**config.mk**
```make
export PLATFORM = sky130hd
export DESIGN_NAME = fifo_sync_8x8
export DESIGN_NICKNAME = d
export VERILOG_FILES = /design/src/rtl/fifo_sync_8x8.sv
export SDC_FILE = /design/constraint.sdc
export NUM_CORES = 1
export LEC_CHECK = 0
export ABC_AREA = 1
export CAP_MARGIN = 15
export CORE_MARGIN = 2
export CORE_UTILIZATION = 63
export CTS_CLUSTER_DIAMETER = 120
export DETAILED_ROUTE_END_ITERATION = 16
export PLACE_DENSITY = 0.88
export SLEW_MARGIN = 30
export SYNTH_ARGS = -nofsm -noshare
export SYNTH_HDL_FRONTEND = slang
export SYNTH_SLANG_ARGS = --single-unit
```
**constraint.sdc**
```tcl
create_clock -name wr_clk -period 3.8 [get_ports wr_clk]
set_input_delay 0.76 -clock wr_clk [delete_from_list [all_inputs] [get_ports wr_clk]]
set_output_delay 0.76 -clock wr_clk [all_outputs]
set_load 0.02 [all_outputs]
```
**src/rtl/fifo_sync_8x8.sv**
```systemverilog
// Single-clock 8x8 synchronous FIFO with registered read data and
// full/empty/almost-full/almost-empty flags decoded from the occupancy count.
module fifo_sync_8x8 #(
  parameter int WIDTH  = 8,
  parameter int DEPTH  = 8,
  parameter int ADDR_W = 3
) (
  input  logic             wr_clk,
  input  logic             reset_n,
  input  logic [WIDTH-1:0] data_in,
  input  logic             enable_wr,
  input  logic             enable_rd,
  output logic [WIDTH-1:0] data_out,
  output logic             f_empty,
  output logic             f_full,
  output logic             f_almost_full,
  output logic             f_almost_empty
);

  localparam logic [ADDR_W:0]   CNT_FULL = (ADDR_W+1)'(DEPTH);
  localparam logic [ADDR_W:0]   CNT_AF   = (ADDR_W+1)'(DEPTH-1);
  localparam logic [ADDR_W:0]   CNT_ONE  = (ADDR_W+1)'(1);
  localparam logic [ADDR_W-1:0] PTR_ONE  = ADDR_W'(1);

  logic [WIDTH-1:0]  mem [DEPTH];
  logic [ADDR_W-1:0] wptr;
  logic [ADDR_W-1:0] rptr;
  logic [ADDR_W:0]   count;
  logic              wr_ok;
  logic              rd_ok;

  // Each side is gated only by its own flag, so a full FIFO still reads
  // and an empty FIFO still writes when both enables are high.
  assign wr_ok = enable_wr && !f_full;
  assign rd_ok = enable_rd && !f_empty;

  assign f_empty        = (count == '0);
  assign f_full         = (count == CNT_FULL);
  assign f_almost_full  = (count >= CNT_AF);
  assign f_almost_empty = (count <= CNT_ONE);

  // Storage is not reset: entries are unreachable once the pointers clear.
  always_ff @(posedge wr_clk) begin
    if (wr_ok) begin
      mem[wptr] <= data_in;
    end
  end

  always_ff @(posedge wr_clk or negedge reset_n) begin
    if (!reset_n) begin
      wptr     <= '0;
      rptr     <= '0;
      count    <= '0;
      data_out <= '0;
    end else begin
      if (wr_ok) begin
        wptr <= wptr + PTR_ONE;
      end
      if (rd_ok) begin
        rptr     <= rptr + PTR_ONE;
        data_out <= mem[rptr];
      end
      case ({wr_ok, rd_ok})
        2'b10:   count <= count + CNT_ONE;
        2'b01:   count <= count - CNT_ONE;
        default: count <= count;
      endcase
    end
  end

endmodule

```
==> impl_metrics.json <==
{
  "drt_iter0_markers": 250,
  "first_global_vias": 2238,
  "antenna_found_initial": 0,
  "finalSetupViolCount": 0,
  "coreArea_um2": 5820,
  "nets": 397,
  "min_path_type": "flip-flop to flip-flop",
  "worst-r2r-setup-slack_ps": 1680,
  "design_area_um2": 4140,
  "grt_max_degree": 35,
  "irDropWorstVdd_v": 0.000404,
  "endpoint_kind": "output pin",
  "route.detailed.drc": 0,
  "wirelength_um": 6930,
  "p_per_area_nw_per_um2": 741,
  "gr-total-overflow": 0,
  "syn_area_um2": 3730,
  "viasPerCell": 5.34,
  "cts_setup_buffers": 0,
  "p_leak_nw": 1.82,
  "cts_tree": "built",
  "start_kind": "flip-flop",
  "drtAntennaViolNets": 0,
  "cp_slowest_cell": "clkdlybuf4s50_1",
  "cts_root_buf": "clkbuf_8",
  "synthesis.nets": 375,
  "diodes": 0,
  "post-route-min-period_ps": 2680,
  "ys_async_sr_fraction": 0.220,
  "hold_viol": 0,
  "die_w_um": 80.9,
  "period_share": 0.705,
  "status": "finished, final reports clean",
  "num_rows": 28,
  "initial_utilization": 0.641,
  "io_buffers": 23,
  "dpl-instance-area_um2": 3950,
  "hold_buffers": 0,
  "worstHoldStart": "data_out[2]$_DFFE_PN0P_",
  "yosys_most_used_dff": "edfxtp_1",
  "drive_gt1_frac": 0.117,
  "tightest_slew_ps": 829,
  "relSlewSlack": 0.446,
  "syn_inst": 357,
  "grt_pass1_wl_um": 10700,
  "clk-insertion-delay-late_ps": 360,
  "crit_start": "count[0]$_DFFE_PN0P_",
  "required_ps": 3040,
  "crit_fanout": 6,
  "cts_sinks": 82,
  "r2r-start": "count[0]$_DFFE_PN0P_",
  "slowest_delay_ps": 600,
  "critPathTopFamily": "buffers and inverters",
  "firstDrtPassIters": 6,
  "cts_resized": 0,
  "cts_made_buffers": 9,
  "die_h_um": 80.9,
  "crit_arrival_ps": 1920,
  "rsz0062_at_grt": "false",
  "die_area_um2": 6550,
  "drv_slew": 0,
  "htree_levels": 3,
  "place_congestion": 0.869,
  "dp_hpwl_um": 4760,
  "yosysWarnings": 0,
  "ios": 24,
  "via_count": 2451,
  "ys_ff_latch": 82,
  "clockBufferDepth": 2,
  "area_delta_synth_final_pct": 11.0,
  "clk_pin_slew_ps": 80,
  "finClkSkew_ps": 14.4,
  "synth-edff-count": 64,
  "maxCapViolCount": 0,
  "cp_common_cell": "inv_1",
  "ys_types": 28,
  "seq_area_frac_synth": 0.637,
  "path_class": "flip-flop to output pin",
  "grt_usage": 0.231,
  "syn_area_per_cell_um2": 10.4,
  "path_buf_inv": 3,
  "wl_per_cell_um": 15.1,
  "max_freq_mhz": 373,
  "fin_tns_setup_ps": 0,
  "worstPathCellList": "inv_1 -> ha_1 -> nand3_2 -> inv_1 -> clkdlybuf4s50_1"
}
kinds of logic (layout without fill, tap and decap cells):
| logic type | count (synthesis) | after routing | share of synthesized area |
|---|---|---|---|
| xor gates and xnor gates | 6 | 6 | 0.0141 |
| buffers and inverters | 78 | 105 | 0.0954 |
| DFF | 82 | 82 | 0.637 |
| adders and majority gates | 6 | 6 | 0.0201 |
| AOI/OAI and AO/OA | 7 | 7 | 0.0114 |
| and+or+nand+nor | 178 | 178 | 0.222 |
state kept, by name, summed over array words and instances (netlist names):
register / flops
wptr: 3
count: 4
data_out: 8
mem: 64
rptr: 3
final timing paths:
path	depth (start not counted)	to
worst max-delay path	5	f_full
worst min-delay path	2	data_out[2]$_DFFE_PN0P_
worst max register to register	11	count[3]$_DFFE_PN0P_
worst min register to register	2	data_out[2]$_DFFE_PN0P_
max in group asynchronous	1	rptr[0]$_DFFE_PN0P_
min in group asynchronous	1	data_out[3]$_DFFE_PN0P_
placed cells by master (no fill, tap or decap), types with 5 or more instances in the layout:
cell             netlist  routed
dfrtp_1               18      17
nand2_1              106     106
nand3_2                9       9
nand3_1               41      41
nor2_2                 5       5
inv_1                 61      61
ha_1                   6       6
edfxtp_1              64      64
nand2_2               10      10
clkdlybuf4s50_1        0      23
clkbuf_8               0       9
where the power goes:
group	total (mW)	switching (mW)	internal, mW
Combinational	1.09	0.682	0.408
Sequential	1.38	0.207	1.17
Clock	0.596	0.298	0.298
Total	3.07	1.19	1.88
worst min-delay path: cells and delay by family (launching register included):
kind,cells,cell delay (ps)
DFF,1,350
and+or+nand+nor,2,120
per-layer routing:
metal	up-vias	track usage	routed length [um]
li1	1177	-	-
met1	1159	0.313	2920
met2	104	0.372	3420
met3	11	0.0500	495
met4	0	0.0814	91
met5	-	0	0
cell usage after synthesis (5+ instances only):
master / instances / share of area
buf_4: 5 / 0.010
dfrtp_1: 18 / 0.12
edfxtp_1: 64 / 0.52
ha_1: 6 / 0.020
inv_1: 61 / 0.061
nand2_1: 106 / 0.11
nand2_2: 10 / 0.017
nand3_1: 41 / 0.055
nand3_2: 9 / 0.024
nor2_2: 5 / 0.0084
stage by stage:
step                setup WS (ps)  power (mW)  hold WS, ps   util  std cells
finish                       1120        3.07          497  0.711        459
global placement             1420        2.42          475  0.679        443
global route                 1030        3.25          526  0.711        459
detailed placement           1330        2.48          476  0.679        443
floorplan                    1920        2.18          464      -        357
CTS                          1100        3.07          497  0.711        459
final cells by class:
cell class | instances | area [um^2]
Multi-Input combinational cell | 197 | 998
Timing Repair Buffer | 23 | 230
Fill cell | 419 | 1680
Clock inverter | 6 | 57.6
Clock buffer | 10 | 128
Inverter | 66 | 255
Tap cell | 75 | 93.8
Sequential cell | 82 | 2370
Power figures use the tool's default switching activity.
